## src/rtl/nested_loop_counter.sv

```systemverilog
// nested_loop_counter: chained ceiling counters that stream one index tuple
// per handshake for tiled accelerator loops. Loop 0 is innermost.
//
// state | meaning
// IDLE  | no tuple offered; waits for start_i and latches the ceilings
// RUN   | tuple offered on idx_o; advances on every valid/ready handshake
module nested_loop_counter #(
  parameter int NumLoops = 3,
  parameter int Width    = 8
) (
  input  logic                             clk_i,
  input  logic                             rst_ni,
  input  logic                             start_i,
  input  logic                             clear_i,
  input  logic [NumLoops-1:0][Width-1:0]   ceilings_i,
  input  logic                             ready_i,
  output logic                             valid_o,
  output logic [NumLoops-1:0][Width-1:0]   idx_o,
  output logic [NumLoops-1:0]              last_o,
  output logic                             busy_o,
  output logic                             done_o
);

  typedef enum logic {
    IDLE = 1'b0,
    RUN  = 1'b1
  } state_t;

  state_t                           state_q, state_d;
  logic [NumLoops-1:0][Width-1:0]   idx_q, idx_d;
  logic [NumLoops-1:0][Width-1:0]   ceil_q, ceil_d;
  logic                             done_q, done_d;
  logic [NumLoops-1:0]              wrap;
  logic [NumLoops-1:0]              last;
  logic                             valid;
  logic                             hs;

  // Wrap flags and the carry chain; compare at Width bits so a ceiling of
  // 2^Width-1 works and a latched ceiling is never zero.
  always_comb begin
    wrap  = '0;
    last  = '0;
    valid = (state_q == RUN);
    for (int k = 0; k < NumLoops; k++) begin
      wrap[k] = (idx_q[k] == (ceil_q[k] - Width'(1)));
    end
    last[0] = valid & wrap[0];
    for (int k = 1; k < NumLoops; k++) begin
      last[k] = last[k-1] & wrap[k];
    end
    hs = valid & ready_i;
  end

  // Next-state, index advance and ceiling capture; clear overrides all.
  always_comb begin
    state_d = state_q;
    idx_d   = idx_q;
    ceil_d  = ceil_q;
    done_d  = 1'b0;
    if (clear_i) begin
      state_d = IDLE;
      idx_d   = '0;
    end else begin
      case (state_q)
        IDLE: begin
          if (start_i) begin
            for (int k = 0; k < NumLoops; k++) begin
              ceil_d[k] = (ceilings_i[k] == '0) ? Width'(1) : ceilings_i[k];
            end
            idx_d   = '0;
            state_d = RUN;
          end
        end
        RUN: begin
          if (hs) begin
            if (last[NumLoops-1]) begin
              idx_d   = '0;
              state_d = IDLE;
              done_d  = 1'b1;
            end else begin
              idx_d[0] = wrap[0] ? '0 : idx_q[0] + Width'(1);
              for (int k = 1; k < NumLoops; k++) begin
                if (last[k-1]) begin
                  idx_d[k] = wrap[k] ? '0 : idx_q[k] + Width'(1);
                end
              end
            end
          end
        end
        default: begin
          state_d = IDLE;
          idx_d   = '0;
        end
      endcase
    end
  end

  // State, index, ceiling and done registers.
  always_ff @(posedge clk_i or negedge rst_ni) begin
    if (!rst_ni) begin
      state_q <= IDLE;
      idx_q   <= '0;
      done_q  <= 1'b0;
      for (int k = 0; k < NumLoops; k++) begin
        ceil_q[k] <= Width'(1);
      end
    end else begin
      state_q <= state_d;
      idx_q   <= idx_d;
      ceil_q  <= ceil_d;
      done_q  <= done_d;
    end
  end

  assign valid_o = valid;
  assign busy_o  = valid;
  assign idx_o   = idx_q;
  assign last_o  = last;
  assign done_o  = done_q;

endmodule

```

## config.mk

```make
export PLATFORM = sky130hd
export DESIGN_NAME = nested_loop_counter
export DESIGN_NICKNAME = d
export VERILOG_FILES = /design/src/rtl/nested_loop_counter.sv
export SDC_FILE = /design/constraint.sdc
export NUM_CORES = 1
export LEC_CHECK = 0
export ABC_AREA = 1
export BUFFER_PORTS_ARGS = -buffer_cell sky130_fd_sc_hd__buf_4
export CAP_MARGIN = 20
export CORE_UTILIZATION = 55
export CTS_CLUSTER_DIAMETER = 30
export DETAILED_ROUTE_END_ITERATION = 10
export PLACE_DENSITY = 0.78
export SLEW_MARGIN = 20
export SYNTH_ARGS = -nofsm -noshare
export SYNTH_HDL_FRONTEND = slang
export SYNTH_SLANG_ARGS = --single-unit
```

## constraint.sdc

```tcl
create_clock -name clk_i -period 3.8 [get_ports clk_i]
set_input_delay 0.38 -clock clk_i [delete_from_list [all_inputs] [get_ports clk_i]]
set_output_delay 0.38 -clock clk_i [all_outputs]
set_load 0.01 [all_outputs]
```

==> flow_metrics.py <==
metrics = {
    "critical_path": {
        "start_kind": "flip-flop",
        "path_buf_inv": 4,
        "crit_required_ps": 3420,
        "r2r_start": "ceil_q[0]",
        "critPathMaxFanout": 7,
        "cp_common_cell": "inv_1",
        "crit_type": "reg -> out",
        "path_delay_family": "simple AND/OR/NAND/NOR gates",
        "critPathArrivalTime_ps": 2550,
        "critPathMaxStageDelay_ps": 550,
        "critPathLaunch": "ceil_q[0]",
        "endpoint_kind": "output port",
        "crit_chain": "inv_1, ha_1, nand2_1, inv_1, nor2_1, nand2_1, nor2_1, nand3_1, nor2_4, nand2_4, nor2_4, nand3_2, inv_1, buf_4",
        "crit_slowest_cell": "dfstp_2",
    },
    "sta": {
        "rsz0062_at_grt": "no",
        "final.setup_skew_ps": 6.98,
        "maxSlewViolCount": 0,
        "maxSlewHeadroom_pct": 55.9,
        "tns_ps": 0,
        "final_hold_viol_count": 0,
        "fin_crit_ps": 2930,
        "fmax_ghz": 0.342,
        "fin_crit_sh_pct": 77.0,
        "tightest_slew_ps": 661,
        "setup_viol": 0,
    },
    "die": {
        "pin_count": 59,
        "fp-row-count": 28,
        "fp.dieW_um": 81.7,
        "dieHeight_um": 81.7,
        "start_util_pct": 57.9,
        "core_area_sq_um": 6030,
        "dieArea_sq_um": 6670,
    },
    "grt": {
        "grt_pass1_vias": 3191,
        "grt_max_degree": 51,
        "antenna_found_initial": 0,
        "grt_pass1_wl_um": 14100,
        "grt_util_all_layers_pct": 27.5,
        "grt_overflow_total": 0,
    },
    "logic_synthesis": {
        "netlist_top_cells_area": "dfrtp_1 34%, nand2_1 18%, inv_1 6.3%, nand3_1 6.0%, nor2_1 5.2%",
        "seq_area_frac_synth_pct": 36.0,
        "synth_ff_type": "dfrtp_1",
        "synth_top_area_share_pct": 33.7,
        "syn_nets": 543,
        "yosysUniqueCellTypes": 34,
        "synth.most_common_cell": "nand2_1",
        "yosysWarnings": 0,
        "synth_area_leader_cell": "dfrtp_1",
        "synth.avg_cell_area_sq_um": 6.87,
        "synth_edf_count": 0,
        "syn_area_sq_um": 3490,
        "synth_seq_cells": 50,
        "synth_common_cells": "169 x nand2_1, 59 x inv_1, 48 x nor2_1, 47 x dfrtp_1, 42 x nand3_1",
        "async_reset_ff_share_pct": 100,
        "synthCells": 508,
    },
    "route": {
        "postRouteAntennaNets": 0,
        "routed_wl_um": 8400,
        "drtPass1Iterations": 5,
        "avgRoutedWirePerCell_um": 13.2,
        "vias_per_cell": 5.28,
        "first_iter_violations": 206,
        "vias": 3370,
        "drc": 0,
    },
    "clock_tree": {
        "cts_resized": 0,
        "clk_pin_slew_ps": 90,
        "numCtsBuffers": 5,
        "cts.htree.levels": 2,
        "cts_tree": "yes",
        "cts_post_setup_buffers_inserted": 0,
        "cts_root_buffer": "clkbuf_8",
        "ctsHoldBuffers": 0,
        "cts.sinks": 50,
        "clock_latency_ps": 300,
        "clock_path_buffers": 2,
    },
    "power": {
        "p_leak_uw": 0.00213,
        "p_total_uw": 1390,
        "powerDensity_nw_per_um2": 343,
        "ir_drop_v": 0.000208,
    },
    "cells_and_area": {
        "final_util_pct": 67.3,
        "fillerInstances": 522,
        "drive_gt1_share_pct": 16.5,
        "antennaDiodeCount": 0,
        "design_area_sq_um": 4060,
        "nets": 597,
        "area_growth_pct": 16.2,
    },
    "run": {
        "maxCapViolations": 0,
    },
    "placed_design": {
        "postPlaceCellArea_sq_um": 3970,
        "port-buffer-count": 58,
        "gp_congestion": 0.889,
        "hpwl_um": 6470,
    },
    "worst_hold_path": {
        "hp-class": "in -> async",
    },
    "outcome": {
        "outcome": "completed",
    },
}
-- sequential cells by signal, summed over array words and instances, names as in the netlist --
signal and count:
idx_o 24, busy_o 1, done_o 1, ceil_q 24
-- path summary, 6_finish.rpt --
kind                         endpoint  slack [ps]  cells past startpoint
setup / recovery            last_o[2]         870                     14
hold / removal              ceil_q[4]         100                      1
setup reg to reg            idx_o[21]        1490                     15
hold reg to reg             ceil_q[0]         520                      2
max in group asynchronous      done_o        3260                      1
min in group clk_i         ceil_q[14]         290                      3
-- stage by stage --
step | hold slack, ps | setup slack (ps) | cells
2_1_floorplan | 84.4 | 1450 | 508
3_3_place_gp | 449 | 1290 | 630
3_5_place_dp | 451 | 1210 | 630
4_1_cts | 121 | 857 | 638
5_1_grt | 156 | 634 | 638
6_report | 98.3 | 875 | 638
-- report_power, final --
| part | total [uW] | internal, uW | switching, uW |
|---|---|---|---|
| clock network | 323 | 147 | 175 |
| logic | 429 | 162 | 267 |
| registers | 640 | 583 | 56.3 |
| total | 1390 | 892 | 499 |
-- worst register-to-register path, cell delays in order, from the launching register on --
cell	delay (ps)
dfstp_2	550
inv_1	80
ha_1	320
nand2_1	60
inv_1	40
nor2_1	90
nand2_1	70
nor2_1	80
nand3_1	110
nor2_4	200
nand2_4	100
nand2_4	90
nand3_4	160
inv_1	160
nand2_1	80
nand2_1	60
-- layer usage --
metal	track usage (%)	vias up	wire length, um
met4	7.19	0	92
met5	0	-	0
met1	36.7	1565	3960
li1	-	1704	-
met3	3.33	9	408
met2	47.2	92	3940
-- final cells by class --
type	instances	area, sq um	area share (%)
Multi-Input combinational cell	384	1940	47.8
Timing Repair Buffer	59	443	10.9
Clock inverter	1	5.00	0.123
Clock buffer	7	86.3	2.13
Tap cell	75	93.8	2.31
Sequential cell	50	1250	30.9
Inverter	62	233	5.74
-- cell families (layout without fill, tap and decap cells) --
| kind of cell | Yosys count | in the layout | synth area share [%] |
|---|---|---|---|
| AND/OR/NAND/NOR | 302 | 302 | 38.2 |
| buffers and inverters | 74 | 129 | 8.57 |
| flip-flops | 50 | 50 | 36.0 |
| adder cells (fa/ha/maj) | 6 | 6 | 2.15 |
| XOR/XNOR | 32 | 32 | 8.03 |
| AO/OA/AOI/OAI | 44 | 44 | 7.06 |
-- placed cells by master, fill, tap and decap left out, drive strengths merged --
cell type / n
nor2: 53
dfrtp: 47
buf: 59
xnor2: 12
clkinv: 2
clkbuf: 7
o21ai: 31
ha: 6
dfstp: 3
nor3b: 1
nor3: 9
nor4: 4
nand3: 44
nand4: 8
and2: 1
xor2: 20
inv: 61
a211oi: 2
nand3b: 4
a21oi: 10
nand2: 175
a21o: 1
or2: 3
(Power assumes the default switching activity.)
